**src/rtl/uart_tx_serializer.sv**
```systemverilog
// uart_tx_serializer: 4-deep byte FIFO feeding an 8N1-style UART transmitter
// with optional even/odd parity and one or two stop bits.
module uart_tx_serializer #(
  parameter int CLKS_PER_BIT = 868,
  parameter int PARITY_EN    = 0,
  parameter int PARITY_ODD   = 0,
  parameter int STOP_BITS    = 1
) (
  input  logic       ACLK,
  input  logic       ARESET,
  input  logic [7:0] TX_DATA,
  input  logic       TX_VALID,
  output logic       TX_READY,
  output logic       UART_TXD,
  output logic       BUSY,
  output logic       TX_DONE,
  output logic [2:0] FIFO_LEVEL
);

  localparam int CW = $clog2(CLKS_PER_BIT);
  localparam logic [CW-1:0] CNT_MAX = CW'(CLKS_PER_BIT - 1);
  localparam logic [2:0] STOP_LAST = 3'(STOP_BITS - 1);
  localparam logic PAR_INV = (PARITY_ODD != 0);
  localparam logic HAS_PAR = (PARITY_EN != 0);

  typedef enum logic [2:0] {
    IDLE, START, DATA, PARITY, STOP
  } state_t;

  state_t        state, state_d;
  logic [7:0]    mem [4];
  logic [1:0]    wr_ptr, rd_ptr;
  logic [2:0]    level;
  logic [CW-1:0] baud_cnt, baud_d;
  logic [2:0]    bit_idx, bit_d;
  logic [7:0]    shreg, shreg_d;
  logic          txd_q, txd_d;
  logic          push, pop, bit_end, last_stop;

  assign TX_READY   = (level != 3'd4);
  assign FIFO_LEVEL = level;
  assign UART_TXD   = txd_q;
  assign BUSY       = (state != IDLE) || (level != 3'd0);
  assign push       = TX_VALID && TX_READY;
  assign bit_end    = (baud_cnt == CNT_MAX);
  assign last_stop  = (state == STOP) && bit_end &&
                      (bit_idx == STOP_LAST);
  assign TX_DONE    = last_stop;

  always_comb begin
    state_d = state;
    baud_d  = bit_end ? '0 : baud_cnt + 1'b1;
    bit_d   = bit_idx;
    shreg_d = shreg;
    pop     = 1'b0;
    case (state)
      IDLE: begin
        baud_d = '0;
        if (level != 3'd0) begin
          pop     = 1'b1;
          shreg_d = mem[rd_ptr];
          state_d = START;
        end
      end
      START: begin
        if (bit_end) begin
          state_d = DATA;
          bit_d   = '0;
        end
      end
      DATA: begin
        if (bit_end) begin
          bit_d = bit_idx + 3'd1;
          if (bit_idx == 3'd7) begin
            bit_d   = '0;
            state_d = HAS_PAR ? PARITY : STOP;
          end
        end
      end
      PARITY: begin
        if (bit_end) begin
          state_d = STOP;
          bit_d   = '0;
        end
      end
      STOP: begin
        if (bit_end) bit_d = bit_idx + 3'd1;
        // back-to-back frames: reload straight into START
        if (last_stop) begin
          bit_d = '0;
          if (level != 3'd0) begin
            pop     = 1'b1;
            shreg_d = mem[rd_ptr];
            state_d = START;
          end else begin
            state_d = IDLE;
          end
        end
      end
      default: state_d = IDLE;
    endcase
  end

  always_comb begin
    txd_d = 1'b1;
    case (state_d)
      START:   txd_d = 1'b0;
      DATA:    txd_d = shreg_d[bit_d];
      PARITY:  txd_d = (^shreg_d) ^ PAR_INV;
      default: txd_d = 1'b1;
    endcase
  end

  always_ff @(posedge ACLK or posedge ARESET) begin
    if (ARESET) begin
      state    <= IDLE;
      baud_cnt <= '0;
      bit_idx  <= '0;
      shreg    <= '0;
      txd_q    <= 1'b1;
      wr_ptr   <= '0;
      rd_ptr   <= '0;
      level    <= '0;
    end else begin
      state    <= state_d;
      baud_cnt <= baud_d;
      bit_idx  <= bit_d;
      shreg    <= shreg_d;
      txd_q    <= txd_d;
      if (push) wr_ptr <= wr_ptr + 2'd1;
      if (pop)  rd_ptr <= rd_ptr + 2'd1;
      case ({push, pop})
        2'b10:   level <= level + 3'd1;
        2'b01:   level <= level - 3'd1;
        default: level <= level;
      endcase
    end
  end

  always_ff @(posedge ACLK) begin
    if (push) mem[wr_ptr] <= TX_DATA;
  end

endmodule

```
**config.mk**
```make
export PLATFORM = sky130hd
export DESIGN_NAME = uart_tx_serializer
export DESIGN_NICKNAME = d
export VERILOG_FILES = /design/src/rtl/uart_tx_serializer.sv
export SDC_FILE = /design/constraint.sdc
export NUM_CORES = 1
export LEC_CHECK = 0
export CORE_MARGIN = 2
export CORE_UTILIZATION = 50
export DETAILED_ROUTE_END_ITERATION = 7
export GPL_TIMING_DRIVEN = 1
export HOLD_SLACK_MARGIN = 0.06
export PLACE_DENSITY_LB_ADDON = 0.08
export REMOVE_ABC_BUFFERS = 1
export SLEW_MARGIN = 20
export SYNTH_ARGS = -nofsm -noshare
export SYNTH_HDL_FRONTEND = slang
export SYNTH_SLANG_ARGS = --single-unit
```
**constraint.sdc**
```tcl
create_clock -name ACLK -period 3.5 [get_ports ACLK]
set_input_delay 0.525 -clock ACLK [delete_from_list [all_inputs] [get_ports ACLK]]
set_output_delay 0.525 -clock ACLK [all_outputs]
set_load 0.02 [all_outputs]
```
==> results.ini <==
[run_status]
status=complete, no violations

[final_layout]
final_nets=270
instances_no_fill=328
antennaDiodeCount=0
fin_util_pct=59.8
nFillCells=468
area_delta_synth_final_pct=15.3
drive_gt1_share_pct=17.0

[floorplan]
dieHeight_um=82.4
num_io_pins=18
die_area_um2=6790
initial_utilization_pct=51.9
die_w_um=82.4
core-area_um2=5920
num_rows=28

[min_path]
hp-class=register to register

[logic_synthesis]
ys_ff_latch=64
yosys_warnings=0
synth_edf_count=32
synth_flop_cell=edfxtp_1
syn_area_per_cell_um2=13.7
async_reset_ff_share_pct=50.0
mappedNetlistArea_um2=3070
ys_seq_area_share_pct=57.4
synth_cells=225
synth.distinct_cells=49

[power]
power.density_nw_per_um2=559
p_seq_share_pct=47.7
power_leakage_nw=1.40
peakVddDrop_uv=431
netSwitchingPower_uw=479
pwr-share-clk_pct=37.4
swShare_pct=24.2
p_int_mw=1.50
finalPower_mw=1.98
comb_power_share_pct=14.9

[grt]
grt_max_degree=23
antenna_found_initial=0
grt_pass1_vias=1760
grt_pass1_wl_um=8750
gr-total-overflow=0
grt_usage_pct=17.9

[clock_tree]
cts-root-buf=clkbuf_8
clk_latency_ns=0.33
post_cts_buffers=0
h-tree-depth=3
clockBufferDepth=2
numCtsBuffers=9
numClockSinks=64
hold_buffers=0
path_clk_slew_ns=0.07
cts_resized=0
cts_tree=built

[timing]
setup_viol=0
hold_violations=0
final.setup.worst_slack_ns=0.505
max_freq_ghz=0.334
finalSetupTns_ns=0
clock_skew_ns=0.0128
finalCritPeriodShare_pct=85.6
slew_viol_final=0
period_minus_slack_ns=3.00
tightestPinTransition_ns=0.856
rsz0062_at_grt=false
relSlewSlack_pct=42.8

[place]
place.port_buffers=17
place_congestion=0.804
dp_hpwl_um=3730
post-place-ws_ns=0.518
dp.cells=312

[setup_path]
start_kind=register
endpoint_kind=output port
arrival_ns=2.47
crit_fanout=7
crit_type=register to output port
cp.required_ns=2.97

[detailed_routing]
wl_per_cell_um=15.7
num_vias=1749
dr.pass1.iters=4
drc=0
drtIter0Drc=82
ant_nets=0
wirelength_um=5150
via_per_inst=5.33

[run]
cap_violations=0

-- cell families (layout without fill, tap and decap cells) --
family / after synthesis / in the layout / synth area share [%]
AND/OR/NAND/NOR: 63 / 63 / 11.6
AO/OA/AOI/OAI: 18 / 18 / 4.40
buffers and inverters: 24 / 52 / 3.46
adder cells (fa/ha/maj): 11 / 11 / 4.73
flip-flops: 64 / 64 / 57.4
multiplexers: 23 / 23 / 11.7
XOR/XNOR: 22 / 22 / 6.76
-- state kept, by name, summed over array words and instances (netlist names) --
register	cells
bit_idx	3
baud_cnt	10
wr_ptr	2
state	3
rd_ptr	2
UART_TXD	1
shreg	8
mem	32
FIFO_LEVEL	3
-- final timing paths --
path | start | endpoint | slack [ns] | cells past startpoint
setup / recovery | baud_cnt[0]$_DFF_PP0_ | TX_DONE | 0.50 | 6
hold reg to reg | baud_cnt[0]$_DFF_PP0_ | baud_cnt[0]$_DFF_PP0_ | 0.49 | 1
hold / removal | baud_cnt[0]$_DFF_PP0_ | baud_cnt[0]$_DFF_PP0_ | 0.49 | 1
setup reg to reg | baud_cnt[0]$_DFF_PP0_ | FIFO_LEVEL[2]$_DFFE_PP0P_ | 0.52 | 11
min in group asynchronous | ARESET | bit_idx[2]$_DFF_PP0_ | 0.67 | 2
max in group asynchronous | ARESET | shreg[1]$_DFF_PP0_ | 2.19 | 3
-- stage by stage --
step,hold slack [ns],instance area (um^2)
floorplan,0.455,3030
global placement,0.468,3310
detailed placement,0.483,3310
CTS,0.496,3540
global route,0.530,3540
finish,0.494,3540
-- synthesized netlist by cell type, types with 5 or more instances --
cell      number  area [um^2]
inv_1         16         60.1
dfrtp_1       31          776
nand2_1       10         37.5
nand3_1        7         35.0
mux2i_1        7         70.1
edfxtp_1      32          961
xor2_1         6         52.6
ha_1          10          125
mux2_4         5         75.1
xnor2_1       14          123
mux4_2         8          180
nor2_1        18         67.6
-- critical path, stage by stage (launching register included) --
cell	delay, ns
dfrtp_1	0.39
ha_1	0.24
or3b_4	0.43
nor3_4	0.22
inv_2	0.13
nor2_1	0.12
clkdlybuf4s50_1	0.61
-- routing by layer --
layer | up-vias | global-route usage [%] | wire length [um]
li1 | 854 | - | -
met1 | 867 | 23.0 | 2440
met2 | 22 | 29.1 | 2520
met3 | 6 | 4.89 | 132
met4 | 0 | 6.50 | 64
met5 | - | 0 | 0
-- power groups by stage --
stage | sequential, mW | clock, mW | combinational, mW
global placement | 0.958 | 0 | 0.296
global route | 0.954 | 0.790 | 0.329
finish | 0.944 | 0.740 | 0.295
detailed placement | 0.962 | 0 | 0.302
floorplan | 0.971 | 0 | 0.168
CTS | 0.946 | 0.755 | 0.302
-- area by class of cell --
class,instances,area [um^2],area share [%]
clock buffers,9,124,3.50
clock inverters,7,110,3.11
inverters,17,63.8,1.80
multi-input cells,137,1200,33.9
flip-flops and latches,64,1760,49.8
well taps,75,93.8,2.65
repair buffers,19,185,5.23
-- cells in the final DEF (no fill, tap or decap), types with 2 or more instances in the layout --
cell type	instances
mux2_1	2
buf_4	2
nor3_1	4
clkinv_1	2
or3_1	2
nor2b_1	3
nand3_1	7
edfxtp_1	32
clkbuf_8	9
nand2b_1	3
a21oi_1	4
nand2_1	10
bufinv_16	3
nand3b_1	2
ha_1	10
mux2i_1	7
xnor2_1	14
xor2_1	6
mux4_2	8
xnor2_2	2
and3_1	4
o21ai_1	2
nor2_1	18
o22ai_1	3
mux2_4	5
dfrtp_1	31
inv_1	16
clkdlybuf4s50_1	17
No activity file was read; power rests on OpenSTA's default activity.
